File: config.mk
export PLATFORM = sky130hd
export DESIGN_NAME = axil_write_arbiter
export DESIGN_NICKNAME = d
export VERILOG_FILES = /design/src/rtl/axil_write_arbiter.sv
export SDC_FILE = /design/constraint.sdc
export NUM_CORES = 1
export LEC_CHECK = 0
export BUFFER_PORTS_ARGS = -buffer_cell sky130_fd_sc_hd__buf_2
export CAP_MARGIN = 20
export CORE_UTILIZATION = 40
export CTS_CLUSTER_SIZE = 20
export DETAILED_ROUTE_END_ITERATION = 8
export PLACE_DENSITY = 0.64
export SYNTH_ARGS = -nofsm -noshare
export SYNTH_HDL_FRONTEND = slang
export SYNTH_SLANG_ARGS = --single-unit
File: constraint.sdc
create_clock -name aclk -period 2.1 [get_ports aclk]
set_input_delay 0.42 -clock aclk [delete_from_list [all_inputs] [get_ports aclk]]
set_output_delay 0.42 -clock aclk [all_outputs]
set_load 0.05 [all_outputs]
File: src/rtl/axil_write_arbiter.sv
// Per-slave AXI-Lite write-channel arbiter: grants one master for a whole AW/W/B transaction.
// Optional macro AXIL_ARB_ROUND_ROBIN_EN switches fixed lowest-index priority to round-robin.
module axil_write_arbiter #(
    parameter int NUMBER_MASTER = 32,
    parameter int IDX_W         = (NUMBER_MASTER > 1) ? $clog2(NUMBER_MASTER) : 1
) (
    input  logic                     aclk,
    input  logic                     aresetn,
    input  logic [NUMBER_MASTER-1:0] req,
    input  logic                     aw_hs,
    input  logic                     w_hs,
    input  logic                     b_hs,
    output logic [NUMBER_MASTER-1:0] grant,
    output logic [IDX_W-1:0]         grant_idx,
    output logic                     grant_valid,
    output logic                     aw_open,
    output logic                     w_open
);

    typedef enum logic [1:0] {
        ST_IDLE = 2'd0,
        ST_XFER = 2'd1,
        ST_RESP = 2'd2
    } state_t;

    state_t                     r_state;
    logic [NUMBER_MASTER-1:0]   r_grant;
    logic [IDX_W-1:0]           r_grant_idx;
    logic                       r_grant_valid;
    logic                       r_aw_open;
    logic                       r_w_open;

    state_t                     w_state_nxt;
    logic [NUMBER_MASTER-1:0]   w_grant_nxt;
    logic [IDX_W-1:0]           w_grant_idx_nxt;
    logic                       w_grant_valid_nxt;
    logic                       w_aw_open_nxt;
    logic                       w_w_open_nxt;
    logic                       w_load;

    logic                       w_any_req;
    logic [IDX_W-1:0]           w_lo_idx;
    logic [IDX_W-1:0]           w_winner;
    logic [NUMBER_MASTER-1:0]   w_winner_onehot;

    assign w_any_req = |req;

    // Lowest-index requester; scanning downward lets the last hit win.
    always_comb begin
        w_lo_idx = '0;
        for (int i = NUMBER_MASTER - 1; i >= 0; i--) begin
            if (req[i]) w_lo_idx = IDX_W'(i);
        end
    end

`ifdef AXIL_ARB_ROUND_ROBIN_EN
    logic [IDX_W-1:0] r_last_idx;
    logic [IDX_W-1:0] w_hi_idx;
    logic             w_hi_found;

    // Prefer the lowest requester above the last winner, else wrap to the lowest overall.
    always_comb begin
        w_hi_idx   = '0;
        w_hi_found = 1'b0;
        for (int i = NUMBER_MASTER - 1; i >= 0; i--) begin
            if (req[i] && (i > int'(r_last_idx))) begin
                w_hi_idx   = IDX_W'(i);
                w_hi_found = 1'b1;
            end
        end
        w_winner = w_hi_found ? w_hi_idx : w_lo_idx;
    end

    always_ff @(posedge aclk or negedge aresetn) begin
        if (!aresetn)    r_last_idx <= '0;
        else if (w_load) r_last_idx <= w_winner;
    end
`else
    assign w_winner = w_lo_idx;
`endif

    always_comb begin
        w_winner_onehot           = '0;
        w_winner_onehot[w_winner] = 1'b1;
    end

    always_comb begin
        // NOTE: every output of this block gets a default first, so no path leaves a latch.
        w_state_nxt       = r_state;
        w_grant_nxt       = r_grant;
        w_grant_idx_nxt   = r_grant_idx;
        w_grant_valid_nxt = r_grant_valid;
        w_aw_open_nxt     = r_aw_open;
        w_w_open_nxt      = r_w_open;
        w_load            = 1'b0;

        unique case (r_state)
            ST_IDLE: w_load = w_any_req;
            ST_XFER: begin
                if (aw_hs) w_aw_open_nxt = 1'b0;
                if (w_hs)  w_w_open_nxt  = 1'b0;
                if (!w_aw_open_nxt && !w_w_open_nxt) w_state_nxt = ST_RESP;
            end
            ST_RESP: begin
                if (b_hs) begin
                    if (w_any_req) begin
                        w_load = 1'b1;
                    end else begin
                        w_state_nxt       = ST_IDLE;
                        w_grant_nxt       = '0;
                        w_grant_idx_nxt   = '0;
                        w_grant_valid_nxt = 1'b0;
                    end
                end
            end
            default: w_state_nxt = ST_IDLE;
        endcase

        if (w_load) begin
            w_state_nxt       = ST_XFER;
            w_grant_nxt       = w_winner_onehot;
            w_grant_idx_nxt   = w_winner;
            w_grant_valid_nxt = 1'b1;
            w_aw_open_nxt     = 1'b1;
            w_w_open_nxt      = 1'b1;
        end
    end

    // Asynchronous reset drops the grant at once, without waiting for an edge.
    always_ff @(posedge aclk or negedge aresetn) begin
        if (!aresetn) begin
            r_state       <= ST_IDLE;
            r_grant       <= '0;
            r_grant_idx   <= '0;
            r_grant_valid <= 1'b0;
            r_aw_open     <= 1'b0;
            r_w_open      <= 1'b0;
        end else begin
            // NOTE: non-blocking assignments so every register samples pre-edge values.
            r_state       <= w_state_nxt;
            r_grant       <= w_grant_nxt;
            r_grant_idx   <= w_grant_idx_nxt;
            r_grant_valid <= w_grant_valid_nxt;
            r_aw_open     <= w_aw_open_nxt;
            r_w_open      <= w_w_open_nxt;
        end
    end

    assign grant       = r_grant;
    assign grant_idx   = r_grant_idx;
    assign grant_valid = r_grant_valid;
    assign aw_open     = r_aw_open;
    assign w_open      = r_w_open;

endmodule

==> summary.txt, run 1 <==
Yosys
  – Synth Cell Area: 2205 µm²
  – Synth unique cells: 53
  – Share of the synthesized area in the top cell type: 47.67%
  – Register area share after synthesis: 47.67%
  – Yosys Warn Count: 0
  – Post-synth top area cell: dfrtp_1
  – EDFF count, synth: 0
  – Top_reg_cell synth: dfrtp_1
  – Top post-synthesis cells by count: 42 x dfrtp_1, 40 x nand2_1, 27 x o31ai_1, 16 x nor2_1
  – #FFs+latches synth: 42
  – Synth area leaders: dfrtp_1 48%, o31ai_1 9.2%, nand2_1 6.8%
  – Synthesized area per cell: roughly 9.8 µm²
  – Async set-reset flop share out of synthesis: between 90% and 100%
  – Synthesized netlist cell count: between 200 and 250
  – Post-Syn Nets: 262
  – Most frequent cell after synthesis: dfrtp_1

STA
  – Max Fclk: roughly 520 MHz
  – Hold Slack: 0.06217 ns
  – RSZ-0062 raised after global routing: false
  – Fin crit period: 1.920 ns
  – Fin crit share: 91.45%
  – Worst slew pin tran: about 0.97 ns
  – Fin. max-slew vios: 0
  – Endpoints failing setup: 0
  – Final Hold Viols: 0
  – Worst setup margin: 0.1796 ns
  – Setup tns final: 0 ns
  – Relative slew slack: 34.47%
  – Fin Clk Skew: approximately 0.0019 ns

Power
  – Total power: 0.002527 W
  – Leak: between 1.5 and 2 nW
  – Cell area power density: between 800 and 900 nW/µm²
  – VDD IR max: 810.3 µV

Die
  – Initial Utilization: a little over two fifths
  – Die area: between 5000 and 6000 µm²
  – Num ports: 77
  – DIE WIDTH: 76.24 µm
  – Row cnt: 26
  – Core area: 5205 µm²
  – Die H: 76.24 µm

Job
  – Maxcap violations: 0

Global routing
  – Maximum number of pins on one net before global-route repair: 36
  – Vias in the first global route: 2050
  – Grt ovf: 0
  – First-pass GRT wire length: around 9600 µm
  – Total GRT Usage: 20.60%
  – Antenna violations before repair: 0

Layout
  – Layout cells sized above 1: between 30% and 40%
  – Post-route cell area: 3054 µm²
  – Nets: 371
  – Antenna diodes: 0
  – P&R area growth vs syn: 38.54%

CTS
  – Clock Pin Slew Worst Setup and Hold Paths: 0.08 ns
  – Clock net sink count: 42
  – Root buffer cell: clkbuf_8
  – Clk buf depth: 2
  – Inserted Clock Buffers: 5
  – CTS tree: done
  – H-Tree Depth: 2
  – Skew-Pair Late Insertion Delay: 0.29 ns
  – Post-CTS Hold Buffers: 0

Routing
  – Pre-antenna DRT Iters: 4
  – Drt wl/cell: 13.98 µm
  – Via/cell ratio: 5.365
  – Routed Antenna Nets: 0
  – DR iter-0 viols: 140
  – Vias: 2173
  – Final WL: around 5700 µm
  – DRC: 0

Run status
  – Status: complete, no violations

Place
  – DPL Wire Length: 4407 µm
  – Place WS: -0.1484 ns
  – Routability cong.: 0.8744
  – Placed Area: 2962 µm²
  – IO buf count: 76

Setup path
  – Reg2reg setup slack: 0.44 ns
  – Kind of critical path: input port to register
  – R2R cell count: 6
  – CP startpoint kind: input port
  – Worst EP required: 2.24 ns
  – Crit path capture type: register
  – Worst r2r dst: grant_idx[3]$_DFFE_PN0P_
  – Worst Path Max Fanout: 13
  – FF-to-FF Start: r_state[1]$_DFFE_PN0P_
  – WP data arrival: 2.06 ns

Hold path
  – Min-Delay Path Class: input port to async pin
report_power, final:
| group | switching, W | internal (W) | total [W] |
|---|---|---|---|
| registers | 0.0000763 | 0.000912 | 0.000988 |
| clock network | 0.000269 | 0.000234 | 0.000503 |
| logic | 0.000704 | 0.000332 | 0.00104 |
| total | 0.00105 | 0.00148 | 0.00253 |
flip-flops by register name, summed over array words and instances, names as in the netlist:
name,count
aw_open,1
grant,32
grant_idx,5
grant_valid,1
r_state,2
w_open,1
cell type report:
type | instances | area, µm²
clock buffer | 6 | 72.57
clock inverter | 2 | 13.76
fill | 500 | 2151
inverter | 8 | 30.03
multi-input combinational | 167 | 1089
sequential | 42 | 1051
tap | 70 | 87.58
timing repair buffer | 110 | 710.7
layout by cell type (no fill, tap or decap), types with 3 or more instances in the layout:
| cell type | Yosys | final |
|---|---|---|
| nor2_1 | 16 | 16 |
| buf_12 | 0 | 6 |
| a21oi_1 | 3 | 3 |
| inv_1 | 8 | 8 |
| o21ai_1 | 5 | 5 |
| nor2b_1 | 4 | 4 |
| dfrtp_1 | 42 | 42 |
| nand3_1 | 3 | 3 |
| a32o_1 | 7 | 7 |
| clkbuf_8 | 0 | 5 |
| nand4_1 | 3 | 3 |
| o31ai_1 | 27 | 27 |
| nor4_1 | 8 | 7 |
| nor3_1 | 3 | 3 |
| nand2b_1 | 6 | 6 |
| nand2_1 | 40 | 40 |
| buf_2 | 3 | 76 |
| o21ai_0 | 3 | 3 |
| buf_4 | 0 | 28 |
through the flow:
| step | std cells | utilization (%) |
|---|---|---|
| after floorplan | 225 | - |
| after global placement | 397 | 56.90 |
| after detailed placement | 397 | 56.90 |
| after CTS | 405 | 58.56 |
| after global routing | 405 | 58.68 |
| final | 405 | 58.68 |
critical path: stages:
cell and delay [ns]:
buf_2 0.10, nor2b_1 0.12, a2111o_1 0.39, or4b_4 0.56
o2111ai_4 0.22, buf_12 0.16, o31ai_1 0.08
worst max-delay path by stage:
stage	from	endpoint	slack (ns)	cells after the start
after global placement	req[7]	grant[17]$_DFFE_PN0P_	-0.10	7
after floorplan	req[7]	grant[13]$_DFFE_PN0P_	0.006	6
after global routing	req[29]	grant[13]$_DFFE_PN0P_	0.05	5
after CTS	req[12]	grant[27]$_DFFE_PN0P_	0.14	7
after detailed placement	req[12]	grant[27]$_DFFE_PN0P_	-0.15	7
final	req[7]	grant[13]$_DFFE_PN0P_	0.18	7
cell families after synthesis:
group | Yosys count | share of synthesized area (%)
and+or+nand+nor | 99 | 22.93
buffers and inverters | 16 | 3.235
DFF | 42 | 47.67
AOI/OAI and AO/OA | 68 | 26.16
what timing repair did:
item / CTS / global route
setup endpoints to repair: 0 / 1
resized for setup: 0 / 1
setup buffers: 0 / 0
metal layers:
| layer | vias to the layer above | routed length, µm | track usage (%) |
|---|---|---|---|
| met5 | - | 0 | 0 |
| met4 | 0 | 97 | 8.077 |
| met3 | 11 | 233 | 4.192 |
| met2 | 62 | 2670 | 33.33 |
| met1 | 1018 | 2661 | 27.02 |
| li1 | 1082 | - | - |
Power figures use the tool's default switching activity.
==> run 2: changes to the inputs <==
--- a/config.mk
+++ b/config.mk
@@ -8,8 +8,10 @@
 export BUFFER_PORTS_ARGS = -buffer_cell sky130_fd_sc_hd__buf_2
 export CAP_MARGIN = 20
-export CORE_UTILIZATION = 40
+export CELL_PAD_IN_SITES_DETAIL_PLACEMENT = 2
+export CELL_PAD_IN_SITES_GLOBAL_PLACEMENT = 2
+export CORE_UTILIZATION = 29
 export CTS_CLUSTER_SIZE = 20
 export DETAILED_ROUTE_END_ITERATION = 8
-export PLACE_DENSITY = 0.64
+export PLACE_DENSITY = 0.76
 export SYNTH_ARGS = -nofsm -noshare
 export SYNTH_HDL_FRONTEND = slang
==> constraint.sdc (replaced) <==
create_clock -name aclk -period 2.1 [get_ports aclk]
set_input_delay 0.105 -clock aclk [delete_from_list [all_inputs] [get_ports aclk]]
set_output_delay 0.105 -clock aclk [all_outputs]
set_load 0.05 [all_outputs]
==> run 2 against run 1 <==
  * Sequential share of layout area is 1.9 points higher
  * Global-route usage is 1.2 points lower
  * Die area is 37% higher
  * Setup slack better by 0.15 ns
  * Critical path depth is 1 lower
  * Total power is 1.8% higher
  * Fmax is 8.7% higher
  * Sequential cell count stayed put
  * Critical endpoint is now grant[29]$_DFFE_PN0P_
  * Non-clock buffer count is 18 lower
  * Utilization is 19 points lower
  * Clock power is 11% higher
  * Sequential power is 0.8% higher
==> summary.txt, run 2 (synthesized netlist as in run 1, its figures left out) <==
Layout
  – Antenna diodes: 0
  – P&R area growth vs syn: 31.44%
  – Commonest non-fill, non-tap cell in the layout: buf_2
  – Fillers: 897
  – Final Core Density: around 40%
  – Layout cells sized above 1: approximately a third
  – Nets: 353
  – Post-route cell area: 2898 µm²
  – Largest register FFs: 32
  – Commonest non-fill, non-tap cells in the layout: 76 x buf_2, 42 x dfrtp_1, 40 x nand2_1
  – Multi-input logic area: around 1100 µm²
  – Register area: 1051 µm²

Setup path
  – Worst Path Max Fanout: 6
  – Kind of critical path: register to register
  – Worst EP required: ~2.3 ns
  – Crit path capture type: register
  – CP startpoint kind: register
  – WP data arrival: 1.97 ns

STA
  – Relative slew slack: 31.59%
  – Max Fclk: 566.2 MHz
  – RSZ-0062 raised after global routing: false
  – Fin. max-slew vios: 0
  – Fin crit period: 1.766 ns
  – Setup tns final: 0 ns
  – Fin crit share: between 80% and 90%
  – Final Hold Viols: 0
  – Hold Slack: 0.06847 ns
  – Endpoints failing setup: 0
  – Worst slew pin tran: 1.017 ns
  – Fin Clk Skew: 0.004426 ns

Job
  – Maxcap violations: 0

CTS
  – Clock net sink count: 42
  – CTS tree: done
  – Skew-Pair Late Insertion Delay: 0.30 ns
  – Root buffer cell: clkbuf_8
  – Inserted Clock Buffers: 5
  – H-Tree Depth: 2
  – Setup Buffers After CTS: 0
  – Clk buf depth: 2
  – Clock Pin Slew Worst Setup and Hold Paths: 0.08 ns

Routing
  – DR iter-0 viols: 55
  – Via/cell ratio: 5.233
  – Final WL: 7041 µm
  – Routed Antenna Nets: 0
  – Vias: 2177
  – Pre-antenna DRT Iters: 4
  – Drt wl/cell: 16.93 µm
  – DRC: 0

Global routing
  – Met1 usage: between 20 and 25%
  – Most used routing layer: met2
  – Met3 usage in global routing: 3.139%
  – Total GRT Usage: 19.42%
  – M2 GR Usage: 35.60%
  – Vias in the first global route: 2335
  – Antenna violations before repair: 0
  – Grt ovf: 0
  – Maximum number of pins on one net before global-route repair: 43
  – First-pass GRT wire length: about 12000 µm

Hold path
  – Min-Delay Path Class: input port to register

Place
  – IO buf count: 76
  – Placed Area: ~2800 µm²
  – Routability cong.: 0.7765
  – DPL Wire Length: 5468 µm

Power
  – Leak: 1.404 nW
  – Cell area power density: 887.5 nW/µm²
  – VDD IR max: 395.9 µV

Die
  – Num ports: 77
  – Initial Utilization: 30.23%
  – Die H: approximately 90 µm
  – DIE WIDTH: roughly 89 µm
  – Core area: about 7300 µm²
  – Die area: 7955 µm²
  – Row cnt: 31

Run status
  – Status: complete, no violations
run 2: cell types whose count changed in the layout (fill, tap and decap cells not counted), sizes merged:
cell,change
buf,-19
clkinv,-1
clkinvlp,+1
dlygate4sd3,+1
run 2: where the power goes:
part | switching, W | internal [W] | leakage (nW)
sequential | 0.0000839 | 0.000912 | 0.566
combinational | 0.000719 | 0.000299 | 0.791
clock | 0.000293 | 0.000264 | 0.0472
run 2: worst paths after layout:
kind,from,cells past startpoint,to,slack (ns)
max in group asynchronous,aresetn,2,grant_valid$_DFFE_PN0P_,1.04
min in group asynchronous,aresetn,2,grant[27]$_DFFE_PN0P_,0.49
setup reg to reg,r_state[1]$_DFFE_PN0P_,6,grant[29]$_DFFE_PN0P_,0.33
hold / removal,aw_hs,4,aw_open$_DFFE_PN0P_,0.07
setup / recovery,r_state[1]$_DFFE_PN0P_,6,grant[29]$_DFFE_PN0P_,0.33
hold reg to reg,grant[30]$_DFFE_PN0P_,2,grant[30]$_DFFE_PN0P_,0.47
run 2: area by class of cell:
class	count	share of cell area [%]
Clock buffer	6	2.850
Clock inverter	2	0.4318
Inverter	8	1.036
Multi-Input combinational cell	167	37.35
Sequential cell	42	36.27
Tap cell	99	4.275
Timing Repair Buffer	92	17.79
run 2: worst max-delay path: stages (launching register included):
cell      delay, ns
dfrtp_1        0.47
nand2b_1       0.13
nand4b_1       0.16
nor2_1         0.27
buf_4          0.20
nand4_1        0.19
o31ai_1        0.25
run 2: what timing repair did:
action | 4_1_cts | 5_1_grt
endpoints found under the hold margin | 42 | 0
hold buffers | 1 | 0
gates resized for setup | 0 | 0
run 2: metrics by stage:
stage                     cells  worst slack (ns)  total power [W]
after floorplan             225            0.3206         0.001675
after global placement      407            0.1141         0.002008
after detailed placement    407           0.07944         0.002044
after CTS                   416            0.3089         0.002613
after global routing        416           0.08439         0.002707
final                       416            0.3340         0.002572
run 2: routing by layer:
layer	vias to the layer above	share of wire [%]
li1	1035	-
met1	1078	43
met2	56	51
met3	8	4.2
met4	0	1.7
met5	-	0
==> run 3: changes to the inputs <==
Settings changed: CORE_UTILIZATION 29 to 26, PLACE_DENSITY 0.76 to 0.72.
Clock period 2.1 ns to 1.5 ns, I/O delays scaled along.
==> run 3 against run 2 <==
  * The run now ends with setup timing left
  * Design area up 32%
  * Worst hold slack got worse by 0.016 ns
  * Clock-buffer cell count fell by 1
  * Critical path depth down 1
  * Clock power is 28% higher
  * Die area rose by 11%
  * Setup slack got worse by 0.65 ns
  * Fmax is 2.9% lower
  * Combinational power is 130% higher
  * Clock skew increased by 0.0043 ns
  * Critical endpoint is now grant[25]$_DFFE_PN0P_
==> summary.txt, run 3 (synthesized netlist as in run 1, its figures left out) <==
STA
  – RSZ-0062 raised after global routing: true
  – Fin. max-slew vios: 0
  – Final Hold Viols: 0
  – Endpoints failing setup: 32
  – Relative slew slack: slightly above 60%
  – Worst setup margin: -0.3194 ns
  – Worst slew pin tran: 0.5729 ns
  – Fin crit share: 121.3%
  – Setup tns final: -4.111 ns
  – Fin crit period: 1.819 ns
  – Hold Slack: 0.05277 ns
  – Max Fclk: 549.6 MHz
  – Fin Clk Skew: 0.008716 ns

Setup path
  – R2R cell count: 5
  – Kind of critical path: register to register
  – Reg2reg setup slack: -0.32 ns
  – Worst r2r dst: grant[25]$_DFFE_PN0P_
  – Crit path capture type: register
  – CP startpoint kind: register
  – Worst EP required: approximately 1.7 ns
  – FF-to-FF Start: r_state[0]$_DFFE_PN0P_
  – WP data arrival: 1.99 ns
  – Worst Path Max Fanout: 3

Routing
  – Vias: 2524
  – Routed Antenna Nets: 0
  – Drt wl/cell: 21.20 µm
  – DRC: 0
  – Final WL: 10180 µm
  – Pre-antenna DRT Iters: 4
  – DR iter-0 viols: 90
  – Via/cell ratio: 5.258

CTS
  – Root buffer cell: clkbuf_8
  – Clock Pin Slew Worst Setup and Hold Paths: 0.09 ns
  – CTS tree: done
  – Skew-Pair Late Insertion Delay: 0.29 ns
  – Inserted Clock Buffers: 5
  – Clock net sink count: 42
  – H-Tree Depth: 2
  – Clk buf depth: 2

Run status
  – Status: complete, but fails checks
  – Failing checks: setup timing

Place
  – Place WS: -0.4725 ns
  – Routability cong.: 0.7623
  – IO buf count: 76
  – # placed instances: 453
  – DPL Wire Length: 6305 µm

Die
  – Initial Utilization: a little over a quarter
  – Row cnt: 33
  – DIE WIDTH: 94.09 µm
  – Num ports: 77
  – Core area: 8217 µm²
  – Die area: between 8000 and 9000 µm²
  – Die H: 94.09 µm

Layout
  – P&R area growth vs syn: 74.06%
  – Final Core Density: 46.70%
  – Commonest non-fill, non-tap cell in the layout: buf_2
  – Nets: 412
  – Non-filler instance count after layout: 480
  – Antenna diodes: 0
  – Layout cells sized above 1: 53.87%
  – Commonest non-fill, non-tap cells in the layout: 67 x buf_2, 56 x buf_4, 42 x dfrtp_1
  – Largest register FFs: 32
  – Fillers: 932

Global routing
  – Antenna violations before repair: 0
  – Vias in the first global route: 2644
  – Maximum number of pins on one net before global-route repair: 43
  – Total GRT Usage: around a fifth
  – First-pass GRT wire length: about 14000 µm
  – Grt ovf: 0

Job
  – Maxcap violations: 0

Power
  – Leak: 1.841 nW
  – VDD IR max: about 400 µV
  – Cell area power density: between 1000 and 1500 nW/µm²

Hold path
  – End of the worst hold path: w_open$_DFFE_PN0P_
  – Hold path start: w_hs
  – Min-Delay Path Class: input port to register
  – Worst hold stages: 4
[run 3: worst max-delay path by stage]
stage	endpoint	slack, ns	from
finish	grant[25]$_DFFE_PN0P_	-0.32	r_state[0]$_DFFE_PN0P_
global route	grant[25]$_DFFE_PN0P_	-0.37	r_state[0]$_DFFE_PN0P_
CTS	grant[30]$_DFFE_PN0P_	-0.13	r_state[0]$_DFFE_PN0P_
detailed placement	grant[29]$_DFFE_PN0P_	-0.47	req[6]
global placement	grant[20]$_DFFE_PN0P_	-0.38	req[6]
floorplan	grant[20]$_DFFE_PN0P_	-0.22	req[6]
[run 3: metal layers]
layer / GRT usage [%] / part of all wire, % / wire length (µm) / vias up
li1: - / - / - / 1151
met1: 23.83 / 41 / 4194 / 1302
met2: 38.63 / 54 / 5543 / 61
met3: 2.913 / 2.8 / 281 / 10
met4: 4.744 / 1.5 / 157 / 0
met5: 0 / 0 / 0 / -
[run 3: critical path, stage by stage (launching register included)]
cell	delay, ns
dfrtp_1	0.44
nand4b_1	0.32
nor2_4	0.21
buf_4	0.14
o2111ai_2	0.22
o31ai_1	0.36
[run 3: final cells by class]
class	instances	area, µm²	area share [%]
sequential	42	1051	27.39
clock inverter	2	10.01	0.2608
inverter	8	30.03	0.7825
timing repair buffer	151	1152	30.03
multi-input combinational	167	1394	36.32
clock buffer	5	68.82	1.793
tap	105	131.4	3.424
[run 3: repair_timing]
action | CTS | global route
endpoints found under the setup margin | 38 | 39
setup buffers | 4 | 8
gates resized for setup | 19 | 61
gates cloned | 1 | 6
hold endpoints to repair | 42 | 0
hold buffers | 1 | 0
pin swaps | 9 | 20
[run 3: report_power, final]
group | switching [W] | internal (W) | leakage (nW)
clock | 0.000399 | 0.000314 | 0.0438
sequential | 0.000111 | 0.00128 | 0.566
combinational | 0.00140 | 0.000997 | 1.23
total | 0.00191 | 0.00259 | 1.84
[run 3: through the flow]
step / area (µm²) / total power (W)
floorplan: 2247 / 0.002353
global placement: 3167 / 0.002951
detailed placement: 3167 / 0.003017
CTS: 3367 / 0.003764
global route: 3837 / 0.004666
finish: 3837 / 0.004494
